### src/rtl/hazard_stall_ctrl.sv
// Pipeline interlock controller for the five-stage CPU.
// Detects register hazards that forwarding cannot cover and mult/div busy
// hazards. On either kind it freezes PC and IF/ID and injects a bubble into
// ID/EX. It also counts the stall cycles for performance monitoring.
module hazard_stall_ctrl #(
  parameter int MULT_CYC = 5,
  parameter int DIV_CYC  = 10,
  parameter int CNT_W    = 4,
  parameter int PERF_W   = 32
) (
  input  logic              clk,
  input  logic              reset,
  input  logic [4:0]        RA1_ID,
  input  logic [4:0]        RA2_ID,
  input  logic [1:0]        Tuse_rs_ID,
  input  logic [1:0]        Tuse_rt_ID,
  input  logic              md_use_ID,
  input  logic [4:0]        WA_EX,
  input  logic              GRFWE_EX,
  input  logic [1:0]        Tnew_EX,
  input  logic [4:0]        WA_MEM,
  input  logic              GRFWE_MEM,
  input  logic [1:0]        Tnew_MEM,
  input  logic              md_start_EX,
  input  logic              md_div_EX,
  output logic              PC_en,
  output logic              IF_ID_en,
  output logic              ID_EX_flush,
  output logic              md_busy,
  output logic              stall,
  output logic [PERF_W-1:0] stall_cnt
);

  localparam logic [CNT_W-1:0] MULT_LOAD = CNT_W'(MULT_CYC);
  localparam logic [CNT_W-1:0] DIV_LOAD  = CNT_W'(DIV_CYC);

  logic              stall_rs;
  logic              stall_rt;
  logic              stall_md;
  logic [CNT_W-1:0]  md_cnt_q;
  logic [CNT_W-1:0]  md_cnt_d;
  logic [PERF_W-1:0] stall_cnt_q;
  logic [PERF_W-1:0] stall_cnt_d;

  assign md_busy = (md_cnt_q != '0);

  // A source register stalls when a producer in EX or MEM writes it later than ID needs it; $0 never stalls
  always_comb begin
    stall_rs = 1'b0;
    stall_rt = 1'b0;
    stall_md = 1'b0;
    if (RA1_ID != 5'd0) begin
      stall_rs = (GRFWE_EX  && (WA_EX  == RA1_ID) && (Tuse_rs_ID < Tnew_EX)) ||
                 (GRFWE_MEM && (WA_MEM == RA1_ID) && (Tuse_rs_ID < Tnew_MEM));
    end
    if (RA2_ID != 5'd0) begin
      stall_rt = (GRFWE_EX  && (WA_EX  == RA2_ID) && (Tuse_rt_ID < Tnew_EX)) ||
                 (GRFWE_MEM && (WA_MEM == RA2_ID) && (Tuse_rt_ID < Tnew_MEM));
    end
    stall_md = md_use_ID && (md_busy || md_start_EX);
  end

  // Stall drives the pipeline enables directly, so it adds no latency
  always_comb begin
    stall       = stall_rs | stall_rt | stall_md;
    PC_en       = ~stall;
    IF_ID_en    = ~stall;
    ID_EX_flush = stall;
  end

  // Busy countdown: loads only when idle, so a start arriving while busy is ignored
  always_comb begin
    md_cnt_d = md_cnt_q;
    if ((md_cnt_q == '0) && md_start_EX) begin
      md_cnt_d = md_div_EX ? DIV_LOAD : MULT_LOAD;
    end else if (md_cnt_q != '0) begin
      md_cnt_d = md_cnt_q - CNT_W'(1);
    end
  end

  // Stall cycle counter saturates at all-ones instead of wrapping
  always_comb begin
    stall_cnt_d = stall_cnt_q;
    if (stall && (stall_cnt_q != '1)) begin
      stall_cnt_d = stall_cnt_q + PERF_W'(1);
    end
  end

  // State registers with synchronous reset; reset also aborts any countdown in flight
  always_ff @(posedge clk) begin
    if (reset) begin
      md_cnt_q    <= '0;
      stall_cnt_q <= '0;
    end else begin
      md_cnt_q    <= md_cnt_d;
      stall_cnt_q <= stall_cnt_d;
    end
  end

  assign stall_cnt = stall_cnt_q;

endmodule

### config.mk
export PLATFORM = sky130hd
export DESIGN_NAME = hazard_stall_ctrl
export DESIGN_NICKNAME = d
export VERILOG_FILES = /design/src/rtl/hazard_stall_ctrl.sv
export SDC_FILE = /design/constraint.sdc
export NUM_CORES = 1
export LEC_CHECK = 0
export CELL_PAD_IN_SITES_DETAIL_PLACEMENT = 1
export CELL_PAD_IN_SITES_GLOBAL_PLACEMENT = 1
export CORE_MARGIN = 3
export CORE_UTILIZATION = 36
export CTS_CLUSTER_DIAMETER = 100
export DETAILED_ROUTE_END_ITERATION = 8
export DONT_BUFFER_PORTS = 1
export PLACE_DENSITY_LB_ADDON = 0.05
export SETUP_SLACK_MARGIN = 0.05
export SYNTH_ARGS = -nofsm -noshare
export SYNTH_HDL_FRONTEND = slang
export SYNTH_SLANG_ARGS = --single-unit
### constraint.sdc
create_clock -name clk -period 4.07 [get_ports clk]
set_clock_uncertainty 0.15 [all_clocks]
set_input_delay 0.2035 -clock clk [delete_from_list [all_inputs] [get_ports clk]]
set_output_delay 0.2035 -clock clk [all_outputs]
set_load 0.005 [all_outputs]
==> impl_metrics.env <==
export IMPL_num_rows=29
export IMPL_gr_usage_met1=0.227
export IMPL_via_count=2250
export IMPL_drt_iter0_markers=99
export IMPL_gr_usage_met3=0.0473
export IMPL_synth_most_common_cell="dfxtp_1"
export IMPL_power_density_nw_per_um2=364
export IMPL_ant_nets=0
export IMPL_setup_viol=0
export IMPL_worstPathMaxFanout=16
export IMPL_outcome="finished, final reports clean"
export IMPL_antennaDiodeCount=0
export IMPL_drv_slew=0
export IMPL_finalSetupTns_ps=0
export IMPL_yosysSeqAreaShare=0.302
export IMPL_synth_seq_cells=36
export IMPL_synth_cells_most_frequent="dfxtp_1 (36), a21oi_1 (30), or4_1 (23)"
export IMPL_synth_fp_nets=336
export IMPL_nets=327
export IMPL_core_area_um2=6390
export IMPL_crit_path_end_kind="register"
export IMPL_initial_core_util=0.374
export IMPL_min_path_type="in2reg"
export IMPL_synth_top_area_frac=0.302
export IMPL_clock_latency_ps=290
export IMPL_drc=0
export IMPL_chipWidth_um=87.5
export IMPL_critical_path_class="reg2reg"
export IMPL_globalRouteOverflowTotal=0
export IMPL_ys_types=44
export IMPL_fin_crit_sh=0.712
export IMPL_ios=72
export IMPL_dpl_hpwl_um=4740
export IMPL_ys_top_cells_by_area="dfxtp_1 (30%), or4_1 (7.2%), o31ai_1 (6.6%)"
export IMPL_gp_congestion=0.821
export IMPL_slowest_delay_ps=610
export IMPL_syn_inst=294
export IMPL_critPathSlowestCell="and4_1"
export IMPL_cts_tree="built"
export IMPL_synth_area_um2=2390
export IMPL_cts_sinks=36
export IMPL_port_buffers=0
export IMPL_clkTransAtPathRegs_ps=80
export IMPL_synth_warnings=0
export IMPL_fin_hold_ws_ps=4.55
export IMPL_htree_num_levels=2
export IMPL_max_vdd_ir_drop_mv=0.166
export IMPL_rsz0062_at_grt="no"
export IMPL_routed_wl_um=6840
export IMPL_fmax_mhz=345
export IMPL_clockBufferDepth=2
export IMPL_synthArstFlopShare=0
export IMPL_cp_arrival_ps=2980
export IMPL_area_growth_pct=7.02
export IMPL_top_usage_layer="met2"
export IMPL_startpoint_type="register"
export IMPL_synth_flop_cell="dfxtp_1"
export IMPL_die_area_um2=7650
export IMPL_dr_pass1_iters=4
export IMPL_drive_gt1_frac=0.0874
export IMPL_path_cells="and4_4 -> and4_1 -> and2_4 -> or3b_4 -> nor2_2 -> or4b_1 -> a21oi_1"
export IMPL_tightest_slew_ps=1150
export IMPL_grt_max_degree=63
export IMPL_antenna_found_initial=0
export IMPL_avgViaCountPerCell=6.20
export IMPL_cts_root_buf="clkbuf_8"
export IMPL_numCtsBuffers=5
export IMPL_leakage_nw=0.808
export IMPL_syn_avg_cell_area_um2=8.13
export IMPL_grt_total_usage=0.175
export IMPL_grt_pass1_wl_um=10800
export IMPL_fin_crit_ps=2900
export IMPL_crit_required_ps=4150
export IMPL_maxCapViolCount=0
export IMPL_hold_viol=0
export IMPL_slew_headroom=0.234
export IMPL_grt_met2_usage=0.290
export IMPL_die_h_um=87.5
export IMPL_grt_pass1_vias=2213
export IMPL_synth_edf_count=0
export IMPL_wl_per_cell_um=18.8
export IMPL_yosys_area_top_type="dfxtp_1"
[layout by cell type (no fill, tap or decap), types with 3 or more instances in the layout]
master / Yosys / final
and2_1: 3 / 3
nand2_1: 13 / 13
a211oi_1: 3 / 3
nor3_1: 11 / 11
nand3_1: 14 / 14
clkbuf_8: 0 / 5
o31ai_1: 21 / 21
xor2_1: 8 / 8
nand4_1: 15 / 15
nor4_1: 3 / 3
nor2_1: 13 / 13
dfxtp_1: 36 / 36
a21oi_1: 30 / 30
xnor2_1: 13 / 13
mux2_2: 5 / 5
inv_1: 9 / 9
or4_1: 23 / 23
ha_1: 7 / 7
and3_1: 8 / 8
nor2b_1: 6 / 6
o21ai_0: 5 / 5
[flip-flops by register name, indices dropped and copies added, names as in the netlist]
name / count
stall_cnt: 32
md_cnt_q: 4
[power breakdown]
group	leakage, nW	switching [mW]	internal (mW)
sequential	0.291	0.0187	0.374
clock	0.0541	0.146	0.182
combinational	0.462	0.133	0.0772
total	0.808	0.297	0.633
[cell families after synthesis]
family                     count (synthesis)  synth area share
buffers and inverters                     30            0.0539
adders and majority gates                  7            0.0366
xor gates and xnor gates                  21            0.0770
and+or+nand+nor                          126             0.320
DFF                                       36             0.302
AOI/OAI and AO/OA                         69             0.187
muxes                                      5            0.0236
[cell type report]
type                            count  area (µm²)
Clock buffer                        5        68.8
Sequential cell                    36         721
Inverter                            9        33.8
Multi-Input combinational cell    228        1540
Tap cell                           77        96.3
Timing Repair Buffer                5        55.1
Clock inverter                      3        42.5
Fill cell                         765        3830
[critical path: cells and delay by family, from the launching register on]
kind / cells / cell delay, ps
AOI/OAI and AO/OA: 1 / 140
DFF: 1 / 450
and+or+nand+nor: 6 / 2090
[per-stage QoR]
step | utilization | area [µm²] | power, mW | instances | setup WS [ps]
after CTS | 0.400 | 2560 | 0.942 | 363 | 1170
after global placement | 0.377 | 2410 | 0.593 | 352 | 1250
final | 0.400 | 2560 | 0.930 | 363 | 1170
after global routing | 0.400 | 2560 | 0.988 | 363 | 915
after detailed placement | 0.377 | 2410 | 0.599 | 352 | 1210
after floorplan | - | 2390 | 0.568 | 294 | 1730
[per-layer routing]
layer	part of all wire	routed length, µm
met1	0.46	3110
met2	0.49	3320
met3	0.055	377
met4	0.0042	29
met5	0	0
[worst paths after layout]
path | endpoint | depth (start not counted) | slack, ps | startpoint
setup reg to reg | stall_cnt[24]$_SDFFE_PP0P_ | 7 | 1170 | stall_cnt[2]$_SDFFE_PP0P_
hold / removal | stall_cnt[3]$_SDFFE_PP0P_ | 2 | 5 | reset
hold reg to reg | stall_cnt[12]$_SDFFE_PP0P_ | 2 | 370 | stall_cnt[12]$_SDFFE_PP0P_
setup / recovery | stall_cnt[24]$_SDFFE_PP0P_ | 7 | 1170 | stall_cnt[2]$_SDFFE_PP0P_
[what timing repair did]
| item | 4_1_cts | 5_1_grt |
|---|---|---|
| buffers inserted | 0 | 0 |
| hold endpoints to repair | 35 | 0 |
| gates resized for setup | 0 | 0 |
| hold buffers | 3 | 0 |
Power figures use the tool's default switching activity.
